`src/rtl/pattern_eval_sched.sv`:
```
// pattern_eval_sched: round-robin scheduler sharing one flop-based pattern
// datapath between NREQ requesters. Each transaction grants one requester,
// latches its input vector, flushes the datapath, holds the inputs for LAT
// edges, captures the outputs and returns them with the requester ID.
// Optional performance counters are enabled by defining PATTERN_EVAL_SCHED_PERF_EN.
module pattern_eval_sched #(
    parameter int NREQ  = 4,
    parameter int IN_W  = 11,
    parameter int OUT_W = 8,
    parameter int LAT   = 3
) (
    input  logic                   blif_clk_net,
    input  logic                   blif_reset_net,
    input  logic [NREQ-1:0]        req_valid,
    output logic [NREQ-1:0]        req_ready,
    input  logic [NREQ*IN_W-1:0]   req_data,
    output logic                   rsp_valid,
    input  logic                   rsp_ready,
    output logic [((NREQ > 1) ? $clog2(NREQ) : 1)-1:0] rsp_id,
    output logic [OUT_W-1:0]       rsp_data,
    output logic [IN_W-1:0]        dp_in,
    output logic                   dp_reset,
    input  logic [OUT_W-1:0]       dp_out,
`ifdef PATTERN_EVAL_SCHED_PERF_EN
    output logic [15:0]            perf_txn,
    output logic [15:0]            perf_stall,
    input  logic                   perf_clr,
`endif
    output logic                   busy
);

    localparam int ID_W = (NREQ > 1) ? $clog2(NREQ) : 1;
    localparam logic [3:0] CNT_INIT = 4'(LAT - 1);
    localparam logic [ID_W-1:0] LAST_ID = ID_W'(NREQ - 1);

    typedef enum logic [1:0] {
        IDLE  = 2'd0,
        FLUSH = 2'd1,
        EVAL  = 2'd2,
        RESP  = 2'd3
    } state_t;

    state_t            state_r;
    state_t            state_s;
    logic [ID_W-1:0]   rr_ptr_r;
    logic [ID_W-1:0]   gnt_r;
    logic [3:0]        cnt_r;
    logic [IN_W-1:0]   dp_in_r;
    logic              rsp_valid_r;
    logic [ID_W-1:0]   rsp_id_r;
    logic [OUT_W-1:0]  rsp_data_r;
    logic              busy_r;

    logic              grant_found_s;
    logic [ID_W-1:0]   grant_idx_s;
    logic [ID_W:0]     sum_s;
    logic [IN_W-1:0]   sel_data_s;
    logic              accept_s;
    logic              capture_s;
    logic              complete_s;

    // Round-robin search: lowest offset from rr_ptr with a pending request wins.
    always_comb begin
        grant_found_s = 1'b0;
        grant_idx_s   = '0;
        sum_s         = '0;
        for (int i = NREQ - 1; i >= 0; i--) begin
            sum_s = {1'b0, rr_ptr_r} + (ID_W + 1)'(i);
            if (sum_s >= (ID_W + 1)'(NREQ)) begin
                sum_s = sum_s - (ID_W + 1)'(NREQ);
            end else begin
                sum_s = sum_s;
            end
            if (req_valid[sum_s[ID_W-1:0]]) begin
                grant_found_s = 1'b1;
                grant_idx_s   = sum_s[ID_W-1:0];
            end else begin
                grant_found_s = grant_found_s;
            end
        end
    end

    // Select the granted requester's input slice (one-hot AND-OR mux).
    always_comb begin
        sel_data_s = '0;
        for (int j = 0; j < NREQ; j++) begin
            sel_data_s = sel_data_s |
                         (req_data[j*IN_W +: IN_W] & {IN_W{grant_idx_s == ID_W'(j)}});
        end
    end

    assign accept_s   = (state_r == IDLE) && grant_found_s;
    assign capture_s  = (state_r == EVAL) && (cnt_r == 4'd0);
    assign complete_s = (state_r == RESP) && rsp_valid_r && rsp_ready;

    // Next-state logic for the transaction sequencer.
    always_comb begin
        state_s = state_r;
        case (state_r)
            IDLE: begin
                if (grant_found_s) begin
                    state_s = FLUSH;
                end else begin
                    state_s = IDLE;
                end
            end
            FLUSH: state_s = EVAL;
            EVAL: begin
                if (cnt_r == 4'd0) begin
                    state_s = RESP;
                end else begin
                    state_s = EVAL;
                end
            end
            RESP: begin
                if (rsp_valid_r && rsp_ready) begin
                    state_s = IDLE;
                end else begin
                    state_s = RESP;
                end
            end
            default: state_s = IDLE;
        endcase
    end

    // Accept strobe: one-hot to the granted requester, only in IDLE and out of reset.
    always_comb begin
        req_ready = '0;
        if (accept_s && !blif_reset_net) begin
            req_ready = NREQ'(1) << grant_idx_s;
        end else begin
            req_ready = '0;
        end
    end

    // Sequencer state register and busy flag.
    always_ff @(posedge blif_clk_net or posedge blif_reset_net) begin
        if (blif_reset_net) begin
            state_r <= IDLE;
            busy_r  <= 1'b0;
        end else begin
            state_r <= state_s;
            busy_r  <= (state_s != IDLE);
        end
    end

    // Latch the granted input vector and ID on the accept edge; advance the pointer on completion.
    always_ff @(posedge blif_clk_net or posedge blif_reset_net) begin
        if (blif_reset_net) begin
            dp_in_r  <= '0;
            gnt_r    <= '0;
            rr_ptr_r <= '0;
        end else begin
            if (accept_s) begin
                dp_in_r <= sel_data_s;
                gnt_r   <= grant_idx_s;
            end
            if (complete_s) begin
                rr_ptr_r <= (gnt_r == LAST_ID) ? '0 : gnt_r + ID_W'(1);
            end
        end
    end

    // Evaluation edge counter: loaded during flush, counts down while evaluating.
    always_ff @(posedge blif_clk_net or posedge blif_reset_net) begin
        if (blif_reset_net) begin
            cnt_r <= 4'd0;
        end else if (state_r == FLUSH) begin
            cnt_r <= CNT_INIT;
        end else if ((state_r == EVAL) && (cnt_r != 4'd0)) begin
            cnt_r <= cnt_r - 4'd1;
        end
    end

    // Response register: capture datapath outputs, hold until the consumer accepts.
    always_ff @(posedge blif_clk_net or posedge blif_reset_net) begin
        if (blif_reset_net) begin
            rsp_valid_r <= 1'b0;
            rsp_id_r    <= '0;
            rsp_data_r  <= '0;
        end else if (capture_s) begin
            rsp_valid_r <= 1'b1;
            rsp_id_r    <= gnt_r;
            rsp_data_r  <= dp_out;
        end else if (complete_s) begin
            rsp_valid_r <= 1'b0;
        end
    end

`ifdef PATTERN_EVAL_SCHED_PERF_EN
    logic [15:0] perf_txn_r;
    logic [15:0] perf_stall_r;

    // Saturating counters of completed responses and backpressured RESP cycles.
    always_ff @(posedge blif_clk_net or posedge blif_reset_net) begin
        if (blif_reset_net) begin
            perf_txn_r   <= 16'd0;
            perf_stall_r <= 16'd0;
        end else if (perf_clr) begin
            perf_txn_r   <= 16'd0;
            perf_stall_r <= 16'd0;
        end else begin
            if (complete_s && (perf_txn_r != 16'hFFFF)) begin
                perf_txn_r <= perf_txn_r + 16'd1;
            end
            if ((state_r == RESP) && !rsp_ready && (perf_stall_r != 16'hFFFF)) begin
                perf_stall_r <= perf_stall_r + 16'd1;
            end
        end
    end

    assign perf_txn   = perf_txn_r;
    assign perf_stall = perf_stall_r;
`endif

    // Flush is driven during reset so the datapath starts from a known state.
    assign dp_reset  = blif_reset_net | (state_r == FLUSH);
    assign dp_in     = dp_in_r;
    assign rsp_valid = rsp_valid_r;
    assign rsp_id    = rsp_id_r;
    assign rsp_data  = rsp_data_r;
    assign busy      = busy_r;

endmodule

```
`config.mk`:
```
export PLATFORM = sky130hd
export DESIGN_NAME = pattern_eval_sched
export DESIGN_NICKNAME = d
export VERILOG_FILES = /design/src/rtl/pattern_eval_sched.sv
export SDC_FILE = /design/constraint.sdc
export NUM_CORES = 1
export LEC_CHECK = 0
export CAP_MARGIN = 25
export CORE_MARGIN = 3
export CORE_UTILIZATION = 38
export DETAILED_ROUTE_END_ITERATION = 12
export GPL_TIMING_DRIVEN = 1
export PLACE_DENSITY = 0.74
export SLEW_MARGIN = 20
export SYNTH_ARGS = -nofsm -noshare
export SYNTH_HDL_FRONTEND = slang
export SYNTH_SLANG_ARGS = --single-unit
export TNS_END_PERCENT = 100
```
`constraint.sdc`:
```
create_clock -name blif_clk_net -period 2.7 [get_ports blif_clk_net]
set_input_delay 0.405 -clock blif_clk_net [delete_from_list [all_inputs] [get_ports blif_clk_net]]
set_output_delay 0.405 -clock blif_clk_net [all_outputs]
set_load 0.02 [all_outputs]
```
==> metrics.txt, run 1 <==
status=finished, final reports clean; Min-Delay Path Class=input pin to async pin; drt pass-1 iters=4; Buf+Inv Stages, Crit Path=5; most numerous cell in the Yosys netlist=dfrtp_1; Setup crit end kind=primary output; max_cap viols=0; H-tree depth=2; Worst EP required=2.30 ns; area growth from synthesis to layout=61.6%; core region area=0.00479 mm^2; Vias=1933; Tot Pwr=3180 uW; Final min period=2.60 ns; VDD IR max=0.557 mV; cell repeated most along the worst path=buf_4; CTS tree=done; synth top area cells=dfrtp_1 43%, mux2_2 6.5%, o21ai_0 5.2%; Arr. time, crit path=2.20 ns; Post-Layout Inst Area=0.00309 mm^2; Initial Utilization=39.9%; Die Area=0.00591 mm^2; leakage power=0.00134 uW; WL final=5790 um; CTS root buf=clkbuf_8; PwrDens=1030 mW/mm^2; Slew @ Worst Pin=0.578 ns; WL per Instance=15.6 um; Post-synth EDFFs=0; DR DRC count=0; Ys Warns=0; ANT cells=0; ratio of final minimum period to clock period=96.4%; CP top delay family=buffers and inverters; Iter 0 DRT Violations=183; Mapped Cells=201; DR vias/cell=5.21; post-synthesis sequential area ratio=43.2%; Post-synth top cells=33 x dfrtp_1, 20 x o21ai_0, 15 x a21oi_1, 15 x nand2_1, 15 x nand3_1; Yosys cell types=43; FF/Latch Area=826 um^2; Final nets=364; FP Rows=25; syn_area_per_cell=9.51 um^2; setup TNS=0 ns; slowest stage delay, CP=0.46 ns; hpwl dp=4290 um; chip width=76.9 um; share of synthesized registers carrying an async set or reset=100%; CP cell instances=clkdlybuf4s50_1 > buf_4 > nor3_1 > buf_4 > a221oi_4 > nor4b_1 > buf_4 > dlygate4sd2_1; top cell type's share of synthesized area=43.2%; largest net degree at the start of global routing=28; Max Clock Skew=0.00705 ns; Synth area leader=dfrtp_1; TritonCTS buffer count=5; total gr overflow=0; CP max stage cell=clkdlybuf4s50_1; post-synthesis cell area=0.00191 mm^2; share of cells above drive strength 1=16.1%; FF+latch count, synth=33; Reg2Reg Depth=5; area of the multi-input gates=997 um^2; GR Util All Layers=20.0%; Sink Count=33; routability cong.=0.807; die height=76.9 um; Max Fclk=0.384 GHz; Clock Path Buffers=2; antenna violations before repair=0; ys flop type=dfrtp_1; Final setup viols=0; Ports=87; Pins Over Slew Limit=0; first-pass GRT wire length=9630 um; vias in the first global route=1978; Skew-Pair Late Insertion Delay=0.28 ns; relative slew slack=61.4%; CP Class=input pin to primary output; crit path max fanout=6; crit start category=input pin; Layout fillers=409; Hold Fails Final Rpt=0; I/O Buffers=86; Crit. path cell count=8; Post-CTS Repair Setup Buffers=0; Reg clk slew, reported paths=0.07 ns; post-route ant nets=0; syn nets=262; Area after DPL=0.00296 mm^2
power by group:
group | leakage [uW] | switching, uW | total, uW | internal [uW]
Clock | 0.0000585 | 176 | 477 | 301
Sequential | 0.000385 | 164 | 906 | 742
Combinational | 0.000893 | 894 | 1790 | 899
repair_timing:
action | CTS | global route
hold buffers | 0 | 0
endpoints found under the hold margin | 0 | 0
gates resized for setup | 2 | 2
setup endpoints to repair | 2 | 2
cell usage in the layout, fill, tap and decap left out, drive strengths merged, types with 2 or more instances in the layout:
cell and n:
nor3 4, clkdlybuf4s50 83, nor2b 3, a21oi 15
a211oi 2, nand2 15, and3 3, dlygate4sd2 2
buf 23, o22ai 2, o22a 5, clkbuf 7
a311o 4, nand3 15, and3b 4, o21ai 20
a21bo 6, nor2 10, nor3b 2, inv 8
mux2 11, ha 2, a221oi 7, nor4 2
dfrtp 33
per-layer routing:
metal / vias to the layer above / share of wire, % / track usage, %
met4: 0 / 2.1 / 7.25
met5: - / 0 / 0
met2: 59 / 47 / 29.7
li1: 950 / - / -
met1: 913 / 46 / 28.8
met3: 11 / 5.0 / 3.99
logic make-up after synthesis:
kind of cell / share of synthesized area, %
and+or+nand+nor: 17.9
adders and majority gates: 1.31
DFF: 43.2
muxes: 6.48
buffers and inverters: 4.91
AOI/OAI and AO/OA: 26.2
stage by stage:
| stage | cells | setup slack, ns | hold slack (ns) | util [%] |
|---|---|---|---|---|
| 3_3_place_gp | 363 | -0.156 | 0.488 | 61.9 |
| 3_5_place_dp | 363 | -0.138 | 0.494 | 61.9 |
| 5_1_grt | 371 | -0.00586 | 0.500 | 64.5 |
| 6_report | 371 | 0.0962 | 0.487 | 64.5 |
| 4_1_cts | 371 | 0.0565 | 0.479 | 64.3 |
| 2_1_floorplan | 201 | 0.338 | 0.471 | - |
state kept, by name, summed over array words and instances (netlist names):
name and flops:
dp_in 11, rsp_data 8, cnt_r 4, gnt_r 2, rr_ptr_r 2, rsp_id 2
state_r 2, busy 1, rsp_valid 1
layout make-up:
type                    count  share of cell area (%)
repair buffers            109                    33.5
multi-input cells         146                    32.3
flip-flops and latches     33                    26.8
clock buffers               7                    2.80
well taps                  67                    2.72
clock inverters             1                   0.973
inverters                   8                   0.973
worst reg2reg max path: stages, from the launching register on:
cell and delay (ns):
dfrtp_1 0.43, inv_1 0.08, ha_1 0.18, nor3b_2 0.35, nand3_1 0.50, mux2_2 0.45
final timing paths:
kind | end | start | slack [ns]
setup / recovery | req_ready[2] | req_valid[0] | 0.1
hold / removal | cnt_r[2] | blif_reset_net | 0.49
setup reg to reg | rsp_id[1] | cnt_r[0] | 0.61
hold reg to reg | rsp_data[4] | rsp_data[4] | 0.51
max in group asynchronous | dp_in[2] | blif_reset_net | 1.54
min in group blif_clk_net | rsp_data[4] | rsp_data[4] | 0.51
(Power assumes the default switching activity.)
==> inputs of run 2 (changes only) <==
--- a/config.mk
+++ b/config.mk
@@ -5,12 +5,12 @@
 export SDC_FILE = /design/constraint.sdc
 export NUM_CORES = 1
 export LEC_CHECK = 0
-export CAP_MARGIN = 25
+export CAP_MARGIN = 20
 export CORE_MARGIN = 3
 export CORE_UTILIZATION = 38
 export DETAILED_ROUTE_END_ITERATION = 12
 export GPL_TIMING_DRIVEN = 1
-export PLACE_DENSITY = 0.74
+export PLACE_DENSITY = 0.83
 export SLEW_MARGIN = 20
 export SYNTH_ARGS = -nofsm -noshare
 export SYNTH_HDL_FRONTEND = slang
==> run 2 against run 1 <==
Net effect:
- final cell count rose by 0.81%
- largest cell class unchanged
- design area rose by 0.81%
- first-iteration DRC count fell by 38%
- sequential power rose by 1%
- largest power group unchanged
- highest routed layer unchanged
- total power rose by 0.65%
- non-clock buffer count rose by 3
- die area did not move
- critical endpoint is now req_ready[3]
==> metrics.txt, run 2 (synthesized netlist as in run 1, its figures left out) <==
Setup crit end kind=primary output; switching share of power=39.1%; WL per Instance=15.5 um; met3 usage in global routing=4.11%; register share of total power=28.7%; post-route ant nets=0; ratio of final minimum period to clock period=95.3%; VDD IR max=0.579 mV; final hold slack=0.505 ns; core region area=0.00479 mm^2; fin util=65.0%; Final setup viols=0; PwrDens=1030 mW/mm^2; WL final=5800 um; Reg2Reg Depth=5; status=finished, final reports clean; leakage power=0.00135 uW; Die Area=0.00591 mm^2; CTS root buf=clkbuf_8; H-tree depth=2; Clock Path Buffers=2; Min-Delay Path Class=flop to flop; Final nets=367; first-pass GRT wire length=9700 um; Pint=1950 uW; largest net degree at the start of global routing=28; total net switching power=1250 uW; GR peak layer=met2; area growth from synthesis to layout=62.9%; Hold Fails Final Rpt=0; TritonCTS buffer count=5; share of cells above drive strength 1=17.3%; crit start category=input pin; Comb power frac=55.7%; Post-CTS Repair Setup Buffers=0; unrepaired setup endpoints after global routing=false; total gr overflow=0; Worst EP required=2.30 ns; Pins Over Slew Limit=0; hold depth=1; FF/Latch Area=826 um^2; Max Fclk=0.389 GHz; Final min period=2.57 ns; ANT cells=0; max_cap viols=0; most common cell after layout, fill and taps aside=clkdlybuf4s50_1; Ports=87; antenna violations before repair=0; Initial Utilization=39.9%; DR DRC count=0; relative slew slack=62.8%; CTS tree=done; met2 Use GR=33.8%; number of flip-flops in the largest register=11; met1 GRT Util=26.1%; clock power share=15.6%; Iter 0 DRT Violations=114; I/O Buffers=86; Slew @ Worst Pin=0.557 ns; crit path max fanout=5; area of the multi-input gates=997 um^2; Vias=1997; die height=76.9 um; hpwl dp=4310 um; GR Util All Layers=20.6%; Reg clk slew, reported paths=0.07 ns; drt pass-1 iters=5; DR vias/cell=5.34; FP Rows=25; CP Class=input pin to primary output; Arr. time, crit path=2.17 ns; # hold bufs at CTS=0; chip width=76.9 um; Skew-Pair Late Insertion Delay=0.30 ns; Sink Count=33; most frequent cells in the layout=82 x clkdlybuf4s50_1, 33 x dfrtp_1, 26 x buf_4; vias in the first global route=2025; Layout fillers=398; Max Clock Skew=0.00940 ns; routability cong.=0.845
[run 2: cell count changes in the layout (fill, tap and decap cells not counted), sizes merged]
cell           previous run  this run
buf                      23        26
clkbuf                    7         6
clkdlybuf4s50            83        82
clkinvlp                  0         1
dlygate4sd2               2         3
[run 2: stage by stage]
step / instance area (um^2) / std cells / TNS, ns / total power [uW] / worst slack [ns]
after global placement: 2990 / 366 / -0.176 / 2650 / -0.118
after detailed placement: 2990 / 366 / -0.252 / 2700 / -0.0977
after floorplan: 1910 / 201 / 0 / 1940 / 0.338
after CTS: 3100 / 374 / 0 / 3210 / 0.0294
after global routing: 3110 / 374 / 0 / 3430 / 0.0175
final: 3110 / 374 / 0 / 3200 / 0.128
[run 2: final cells by class]
| type | instances | area share (%) |
|---|---|---|
| inverters | 8 | 0.965 |
| flip-flops and latches | 33 | 26.5 |
| clock inverters | 2 | 1.21 |
| clock buffers | 6 | 2.65 |
| multi-input cells | 146 | 32.0 |
| repair buffers | 112 | 33.9 |
| well taps | 67 | 2.69 |
[run 2: path summary, 6_finish.rpt]
kind                                end  slack, ns           start
max                        req_ready[3]       0.13    req_valid[0]
min in group asynchronous      dp_in[9]       0.57  blif_reset_net
max in group asynchronous      dp_in[1]       1.75  blif_reset_net
min reg2reg                 rsp_data[6]       0.50     rsp_data[6]
min                         rsp_data[6]       0.50     rsp_data[6]
max reg2reg                   rsp_id[0]       0.66        cnt_r[0]
[run 2: what timing repair did]
item / 4_1_cts / 5_1_grt
endpoints found under the setup margin: 3 / 1
gates resized for setup: 3 / 2
pin swaps: 0 / 0
gates cloned: 0 / 0
[run 2: power groups by stage]
stage	sequential, uW	combinational [uW]	clock [uW]
3_3_place_gp	915	1730	0
2_1_floorplan	1100	838	0
4_1_cts	915	1790	510
3_5_place_dp	922	1770	0
5_1_grt	952	1940	533
6_report	916	1780	500
[run 2: worst max-delay path: stages]
cell and delay, ns:
clkdlybuf4s50_1 0.59, buf_4 0.17, nand2b_2 0.07, a21o_1 0.23
and3_1 0.20, and3_1 0.19, dlygate4sd2_1 0.32
[run 2: routing by layer]
layer | up-vias | part of all wire, % | wire (um)
met5 | - | 0 | 0
met4 | 0 | 2.0 | 116
met3 | 10 | 5.0 | 290
met2 | 71 | 49 | 2840
met1 | 962 | 44 | 2550
li1 | 954 | - | -
==> inputs of run 3 (changes only) <==
--- a/config.mk
+++ b/config.mk
@@ -7,10 +7,10 @@
 export LEC_CHECK = 0
 export CAP_MARGIN = 20
 export CORE_MARGIN = 3
-export CORE_UTILIZATION = 38
+export CORE_UTILIZATION = 45
 export DETAILED_ROUTE_END_ITERATION = 12
 export GPL_TIMING_DRIVEN = 1
-export PLACE_DENSITY = 0.83
+export PLACE_DENSITY = 0.95
 export SLEW_MARGIN = 20
 export SYNTH_ARGS = -nofsm -noshare
 export SYNTH_HDL_FRONTEND = slang
==> run 3 against run 2 <==
Net effect:
- final cell count down 5.6%
- first-iteration DRC count grew 33%
- design area fell by 1.8%
- wire length increased by 8.4%
- worst hold slack lost 0.051 ns
- total power rose by 0.27%
- sequential share of layout area is 0.48 points higher
- fmax fell by 1.9%
- critical endpoint is now req_ready[1]
==> metrics.txt, run 3 (synthesized netlist as in run 1, its figures left out) <==
WL final=6280 um; Worst EP required=2.30 ns; I/O Buffers=86; crit path max fanout=9; Pins Over Slew Limit=0; Vias=2044; Final min period=2.62 ns; fin util=75.3%; setup TNS=0 ns; Max Fclk=0.381 GHz; Hold Fails Final Rpt=0; FF/Latch Area=826 um^2; Post-Layout Inst Area=0.00306 mm^2; PwrDens=1050 mW/mm^2; die height=71.2 um; vias in the first global route=2055; max_cap viols=0; # hold bufs at CTS=0; Ports=87; area of the multi-input gates=997 um^2; Clock Path Buffers=2; crit start category=input pin; Final nets=363; final hold slack=0.453 ns; flop-to-flop setup slack=0.68 ns; Die Area=0.00506 mm^2; VDD IR max=0.587 mV; most frequent cells in the layout=82 x clkdlybuf4s50_1, 33 x dfrtp_1, 22 x buf_4; relative slew slack=63.2%; CP Class=input pin to primary output; unrepaired setup endpoints after global routing=false; Setup crit end kind=primary output; ANT cells=0; leakage power=0.00133 uW; Final setup viols=0; Area after DPL=0.00294 mm^2; Max Clock Skew=0.0112 ns; DR DRC count=0; cell repeated most along the worst path=clkdlybuf4s50_1; core region area=0.00406 mm^2; H-tree depth=2; first-pass GRT wire length=10000 um; DR vias/cell=5.79; GR Util All Layers=24.7%; Slew @ Worst Pin=0.550 ns; area growth from synthesis to layout=60.0%; total gr overflow=0; WL per Instance=17.8 um; hpwl dp=4580 um; CTS tree=done; Reg clk slew, reported paths=0.07 ns; drt pass-1 iters=5; most common cell after layout, fill and taps aside=clkdlybuf4s50_1; Buf+Inv Stages, Crit Path=3; chip width=71.2 um; Min-Delay Path Class=input pin to async pin; CP cell instances=clkdlybuf4s50_1 > nor4_2 > nor3_1 > buf_4 > and3_1 > clkdlybuf4s50_1; CP top delay family=buffers and inverters; CTS root buf=clkbuf_8; routability cong.=0.842; Arr. time, crit path=2.22 ns; Post-CTS Repair Setup Buffers=0; Skew-Pair Late Insertion Delay=0.29 ns; Iter 0 DRT Violations=152; largest net degree at the start of global routing=24; Layout fillers=271; Sink Count=33; ratio of final minimum period to clock period=97.1%; CP max stage cell=clkdlybuf4s50_1; post-route ant nets=0; number of flip-flops in the largest register=11; Initial Utilization=47.1%; slowest stage delay, CP=0.53 ns; TritonCTS buffer count=5; FP Rows=23; antenna violations before repair=0; share of cells above drive strength 1=15.8%; status=finished, final reports clean
run 3: cell count changes in the layout (fill, tap and decap cells not counted), sizes merged:
cell      before  now
buf           26   22
clkbuf         6    7
clkinvlp       1    0
run 3: final cells by class:
class / count / area share [%]
clock buffer: 7 / 2.82
clock inverter: 1 / 0.982
inverter: 8 / 0.982
multi-input combinational: 146 / 32.6
sequential: 33 / 27.0
tap: 50 / 2.05
timing repair buffer: 108 / 33.5
run 3: repair_timing:
action                                  in CTS  in global routing
endpoints found under the setup margin       3                  2
gates resized for setup                      3                  2
endpoints found under the hold margin        0                  0
run 3: per-layer routing:
layer	global-route usage, %	up-vias	wire (um)
met5	0	-	0
met3	4.26	19	361
met2	41.2	89	3160
met1	31.7	982	2570
li1	-	954	-
met4	10.2	0	183
run 3: final timing paths:
check	start	to	cells after the start
worst max-delay path	req_valid[3]	req_ready[1]	6
worst min register to register	rsp_data[4]	rsp_data[4]	1
worst max register to register	cnt_r[0]	rsp_id[1]	5
min in group blif_clk_net	rsp_data[4]	rsp_data[4]	1
worst min-delay path	blif_reset_net	state_r[1]	2
max in group asynchronous	blif_reset_net	rsp_data[0]	3
run 3: stage by stage:
stage               instances  setup slack, ns  power (uW)
floorplan                 201            0.338        1940
global placement          345           -0.147        2610
detailed placement        345           -0.136        2700
CTS                       353           0.0248        3200
global route              353          0.00130        3390
finish                    353           0.0783        3210
run 3: power breakdown:
group          total (uW)  switching [uW]  internal (uW)
combinational        1800             919            878
clock                 482             181            301
sequential            926             184            742
